[src/rtl/shift_arbiter.sv]
// Two-requester round-robin front end for one shared combinational 32-bit shifter.
// Only one operation is in flight at a time: IDLE (accept) -> EXEC (shift) -> RESP (return).
module shift_arbiter #(
    parameter int DATA_W  = 32,
    parameter int SHAMT_W = 5
) (
    input  logic               clk,
    input  logic               rst,
    input  logic               req0_valid,
    output logic               req0_ready,
    input  logic [DATA_W-1:0]  req0_a,
    input  logic [SHAMT_W-1:0] req0_shamt,
    input  logic [1:0]         req0_type,
    input  logic               req1_valid,
    output logic               req1_ready,
    input  logic [DATA_W-1:0]  req1_a,
    input  logic [SHAMT_W-1:0] req1_shamt,
    input  logic [1:0]         req1_type,
    output logic               rsp0_valid,
    input  logic               rsp0_ready,
    output logic [DATA_W-1:0]  rsp0_data,
    output logic               rsp1_valid,
    input  logic               rsp1_ready,
    output logic [DATA_W-1:0]  rsp1_data,
    output logic [DATA_W-1:0]  sh_a,
    output logic [SHAMT_W-1:0] sh_shamt,
    output logic [1:0]         sh_type,
    input  logic [DATA_W-1:0]  sh_r,
    output logic               busy
);

    typedef enum logic [1:0] {
        IDLE = 2'd0,
        EXEC = 2'd1,
        RESP = 2'd2
    } state_e;

    state_e               state_q, state_d;
    logic                 last_grant_q, last_grant_d;
    logic                 owner_q, owner_d;
    logic [DATA_W-1:0]    sh_a_q, sh_a_d;
    logic [SHAMT_W-1:0]   sh_shamt_q, sh_shamt_d;
    logic [1:0]           sh_type_q, sh_type_d;
    logic [DATA_W-1:0]    result_q, result_d;
    logic                 grant0, grant1, accept;

    // Round-robin winner: on a tie the requester that did not win last time goes.
    always_comb begin
        grant0 = 1'b0;
        grant1 = 1'b0;
        if (state_q == IDLE) begin
            if (req0_valid && req1_valid) begin
                grant0 = last_grant_q;
                grant1 = ~last_grant_q;
            end else begin
                grant0 = req0_valid;
                grant1 = req1_valid;
            end
        end
    end

    assign accept = grant0 | grant1;

    // NOTE: sequential state uses non-blocking assignments so every flop samples pre-edge values.
    always_ff @(posedge clk or posedge rst) begin
        if (rst) state_q <= IDLE;
        else     state_q <= state_d;
    end

    // NOTE: every combinational output gets a default first, so no path can infer a latch.
    always_comb begin
        state_d = state_q;
        case (state_q)
            IDLE:    if (accept) state_d = EXEC;
            EXEC:    state_d = RESP;
            RESP:    if (owner_q ? rsp1_ready : rsp0_ready) state_d = IDLE;
            default: state_d = IDLE;
        endcase
    end

    always_comb begin
        req0_ready = grant0;
        req1_ready = grant1;
        rsp0_valid = (state_q == RESP) && !owner_q;
        rsp1_valid = (state_q == RESP) && owner_q;
        busy       = (state_q != IDLE);
    end

    always_comb begin
        sh_a_d       = sh_a_q;
        sh_shamt_d   = sh_shamt_q;
        sh_type_d    = sh_type_q;
        owner_d      = owner_q;
        last_grant_d = last_grant_q;
        result_d     = result_q;
        if (accept) begin
            sh_a_d       = grant1 ? req1_a     : req0_a;
            sh_shamt_d   = grant1 ? req1_shamt : req0_shamt;
            sh_type_d    = grant1 ? req1_type  : req0_type;
            owner_d      = grant1;
            last_grant_d = grant1;
        end
        if (state_q == EXEC) result_d = sh_r;
    end

    // last_grant resets to 1 so requester 0 wins the first tie.
    always_ff @(posedge clk or posedge rst) begin
        if (rst) begin
            sh_a_q       <= '0;
            sh_shamt_q   <= '0;
            sh_type_q    <= '0;
            owner_q      <= 1'b0;
            last_grant_q <= 1'b1;
            result_q     <= '0;
        end else begin
            sh_a_q       <= sh_a_d;
            sh_shamt_q   <= sh_shamt_d;
            sh_type_q    <= sh_type_d;
            owner_q      <= owner_d;
            last_grant_q <= last_grant_d;
            result_q     <= result_d;
        end
    end

    assign sh_a      = sh_a_q;
    assign sh_shamt  = sh_shamt_q;
    assign sh_type   = sh_type_q;
    assign rsp0_data = result_q;
    assign rsp1_data = result_q;

endmodule

[config.mk]
export PLATFORM = sky130hd
export DESIGN_NAME = shift_arbiter
export DESIGN_NICKNAME = d
export VERILOG_FILES = /design/src/rtl/shift_arbiter.sv
export SDC_FILE = /design/constraint.sdc
export NUM_CORES = 1
export LEC_CHECK = 0
export ABC_AREA = 1
export CORE_MARGIN = 10
export CORE_UTILIZATION = 40
export DETAILED_ROUTE_END_ITERATION = 6
export HOLD_SLACK_MARGIN = 0.06
export PLACE_DENSITY = 0.86
export SLEW_MARGIN = 40
export SYNTH_ARGS = -nofsm -noshare
export SYNTH_HDL_FRONTEND = slang
export SYNTH_SLANG_ARGS = --single-unit
[constraint.sdc]
create_clock -name clk -period 3.5 [get_ports clk]
set_input_delay 0.7 -clock clk [delete_from_list [all_inputs] [get_ports clk]]
set_output_delay 0.7 -clock clk [all_outputs]
set_load 0.005 [all_outputs]
# ---- Word level (Yosys, flattened, before mapping)
# Cells that the tools add are included.
dict set report word_totals {
  register_bits 75
  elab_cells 31
  inputBits 116
  out_inout_bits 108
}
dict set report op_classes {
  bitwise_logic 2
  reduce_logical 7
  n_mux 11
  eq_ne 4
}
# operator count
set op_table {}
lappend op_table {{$mux 32} 1}
lappend op_table {{$mux 2} 3}
lappend op_table {{$pmux 2 s3} 1}
lappend op_table {{$mux 1} 5}
lappend op_table {{$mux 5} 1}
lappend op_table {{$ne 2x2->1 const B} 2}
lappend op_table {{$logic_and 1x1->1} 3}
lappend op_table {{$eq 2x1->1 const B} 1}
lappend op_table {{$eq 2x2->1 const B} 1}
lappend op_table {{$logic_not 2->1} 1}
lappend op_table {{$reduce_and 2->1} 1}
lappend op_table {{$reduce_bool 2->1} 1}
lappend op_table {{$logic_not 1->1} 1}
lappend op_table {{$not 1->1} 1}
lappend op_table {{$or 1x1->1} 1}

# ---- Longest topological paths before layout
dict set report logic_depth {
  ltp_word 6
  mapped_depth 7
  mapped_depth_nobuf 6
}

# ---- Worst setup path after synthesis
# OpenSTA, ideal clock, no wires.
dict set report synth_path {
  path_type {in2out}
  startpoint {input port req0_valid}
  endpoint {output port req1_ready}
  required_time_ns 2.800
  cell_stages 4
  arrival_time_ns 1.118
  slack_ns 1.682
  path_buffers 1
  cell_sequence {nand3_1 > nand3_2 > buf_2 > inv_1}
}
dict set report synth_between {
  elab_chain_cells 3
}
# item line_no
set synth_lines {}
lappend synth_lines {{from (decl)} 9} ;# input logic req0_valid,
lappend synth_lines {{$logic_and 1x1->1} 52} ;# if (req0_valid && req1_valid) begin
lappend synth_lines {{$mux 1} 52}
lappend synth_lines {{$mux 1} 51} ;# if (state_q == IDLE) begin
lappend synth_lines {{to (decl)} 15} ;# output logic req1_ready,
# Every way passes these cells.

# ---- Final worst setup path
dict set report layout_path {
  startpoint {input port req1_valid}
  endpoint {output port req0_ready}
}
dict set report layout_between {
  elab_chain_cells 3
}
# item line_no
set layout_lines {}
lappend layout_lines {{from (decl)} 14} ;# input logic req1_valid,
lappend layout_lines {{$logic_and 1x1->1} 52}
lappend layout_lines {{$mux 1} 52}
lappend layout_lines {{$mux 1} 51}
lappend layout_lines {{to (decl)} 10} ;# output logic req0_ready,
# Every way passes these cells.

==> impl_metrics.ini <==
[run_status]
outcome = finished, final reports clean

[flow_run]
max_cap_viol_count = 0

[critical_path]
rr_worst_depth = 4
cp_max_fo = 11
end_kind = primary output
worstSetupStartpointType = input pin
arrival_ns = 2.19
crit_required_ns = 2.80
critPathKind = in -> out

[synth]
async_flop_share = 1.00
yosysMostFrequentCell = nand3_1
ys_seq_area_frac = 0.526
synth_edf_count = 0
yosys-top-cells-count = 151 x nand3_1, 99 x nand2_1, 74 x dfrtp_1, 37 x buf_4, 15 x buf_2
synth-simple-area-share = 0.347
synth_compound_area_frac = 0.00490
yosys_warnings = 0
synth_area_leaders = dfrtp_1 52%, nand3_1 21%, nand2_1 10%
synth-xor-area-share = 0
netlist_area_mm2 = 0.00357
yosysTopAreaCell = dfrtp_1
avgSynthCellArea_um2 = 8.59
synth_mux_area_frac = 0
synth_top_area_share = 0.518
synth_fa_ha_area_frac = 0
postSynthCellCount = 416
ys_ff_latch = 75
ys.flop_type = dfrtp_1
synth_top_family_by_area = simple AND/OR/NAND/NOR gates
syn_nets = 532
ys_types = 17

[clock_network]
cts_buffers = 9
clock_latency_ns = 0.33
clk_pin_slew_worst_paths_ns = 0.08
clockBufferDepth = 2
cts_hold_buf = 0
cts-root-buf = clkbuf_8
postCtsSetupBuffers = 0
clkSinkCount = 75
ctsResizeCount = 0
cts-htree-levels = 3
cts_tree = yes

[grt]
use_met3 = 0.0954
grt_pass1_wl_um = 21000
grt.busiest_layer = met2
grt_pass1_vias = 3860
grt_max_degree = 76
antenna_found_initial = 0
use_met1 = 0.230
met2_usage = 0.314
grt_use_total = 0.200
grt-ovfl-total = 0

[power]
p_per_area_mw_per_mm2 = 844
peakVddDrop_v = 0.000495
p_leak_nw = 2.60
p_total_mw = 4.91

[final_layout]
area_growth_pct = 62.8
fill_cells = 687
drive_gt1_frac = 0.0535
utilization = 0.667
nNetsFinal = 710
antenna_cells = 0

[placed_design]
hpwl_um = 10500
gp_congestion = 0.842
io_buffers = 223

[timing]
max_freq_mhz = 346
finalSetupViolCount = 0
holdWs_ns = 0.502
timing.final.crit_share = 0.827
rsz0062_at_grt = no
slew_viol_final = 0
max-slew-margin-rel = 0.588
fin_tns_setup_ns = 0
tightest_slew_ns = 0.616
min_period_ns = 2.89
finClkSkew_ns = 0.0103
hold_viol = 0

[floorplanning]
core-area_mm2 = 0.00872
die_y_um = 115
std_cell_rows = 34
initial_core_util = 0.410
io_pins = 224
die-area_mm2 = 0.0131
die_w_um = 115

[drt]
finalWirelength_um = 13600
drcViolationCount = 0
ant_nets = 0
drt_iter0_markers = 263
vias_per_cell = 5.24
num_vias = 3702
first_pass_iters = 4
wl_per_cell_um = 19.2

[worst_hold_path]
hold_depth = 2
hold_path.class = reg -> reg
[cells in the final DEF (no fill, tap or decap), drive strengths merged]
cell and n:
inv 8, clkinv 1, dfrtp 74, nor2 4, clkinvlp 2, nand4 10
clkbuf 11, dfstp 1, o21ai 2, nand3 153, bufinv 1, buf 8
a21boi 1, nand2 99, clkdlybuf4s50 223
[kinds of logic (layout without fill, tap and decap cells)]
logic type | after synthesis | after routing
AND/OR/NAND/NOR | 266 | 266
flip-flops | 75 | 75
buffers and inverters | 72 | 254
AO/OA/AOI/OAI | 3 | 3
[cell type report]
cell class / count / area, um^2 / area share
timing repair buffer: 231 / 2300 / 0.396
sequential: 75 / 1880 / 0.323
multi-input combinational: 269 / 1260 / 0.218
clock buffer: 11 / 151 / 0.0260
tap: 108 / 135 / 0.0232
clock inverter: 4 / 50.0 / 0.00861
inverter: 8 / 30.0 / 0.00516
[state kept, by name, summed over array words and instances (netlist names)]
register / cells
last_grant_q: 1
owner_q: 1
rsp0_data: 32
sh_a: 32
sh_shamt: 5
sh_type: 2
state_q: 2
[power breakdown]
part / switching (mW) / internal [mW] / leakage (nW)
Combinational: 1.19 / 1.44 / 1.58
Clock: 0.308 / 0.363 / 0.0974
Sequential: 0.308 / 1.30 / 0.922
[per-stage QoR]
stage	std cells	worst slack (ns)	area [um^2]
2_1_floorplan	416	0.892	3570
3_3_place_gp	691	0.639	5610
3_5_place_dp	691	0.605	5610
4_1_cts	706	0.603	5810
5_1_grt	706	0.489	5810
6_report	706	0.607	5810
[worst paths after layout]
kind	start	to	slack (ns)
hold reg to reg	rsp0_data[29]$_DFFE_PP0N_	rsp0_data[29]$_DFFE_PP0N_	0.50
setup reg to reg	state_q[1]$_DFFE_PP0P_	rsp0_data[30]$_DFFE_PP0N_	1.62
setup / recovery	req1_valid	req0_ready	0.61
max in group asynchronous	rst	last_grant_q$_DFFE_PP1P_	2.37
min in group asynchronous	rst	rsp0_data[11]$_DFFE_PP0N_	0.76
hold / removal	rsp0_data[29]$_DFFE_PP0N_	rsp0_data[29]$_DFFE_PP0N_	0.50
[per-layer routing]
layer / vias up / share of wire / wire [um]
li1: 1716 / - / -
met1: 1739 / 0.38 / 5170
met2: 219 / 0.46 / 6230
met3: 28 / 0.13 / 1780
met4: 0 / 0.029 / 391
met5: - / 0 / 0
[critical path, cell delays in order]
cell	delay, ns
clkdlybuf4s50_1	0.47
nand2_1	0.32
nand3_2	0.13
inv_2	0.08
clkdlybuf4s50_1	0.50
(Power assumes the default switching activity.)
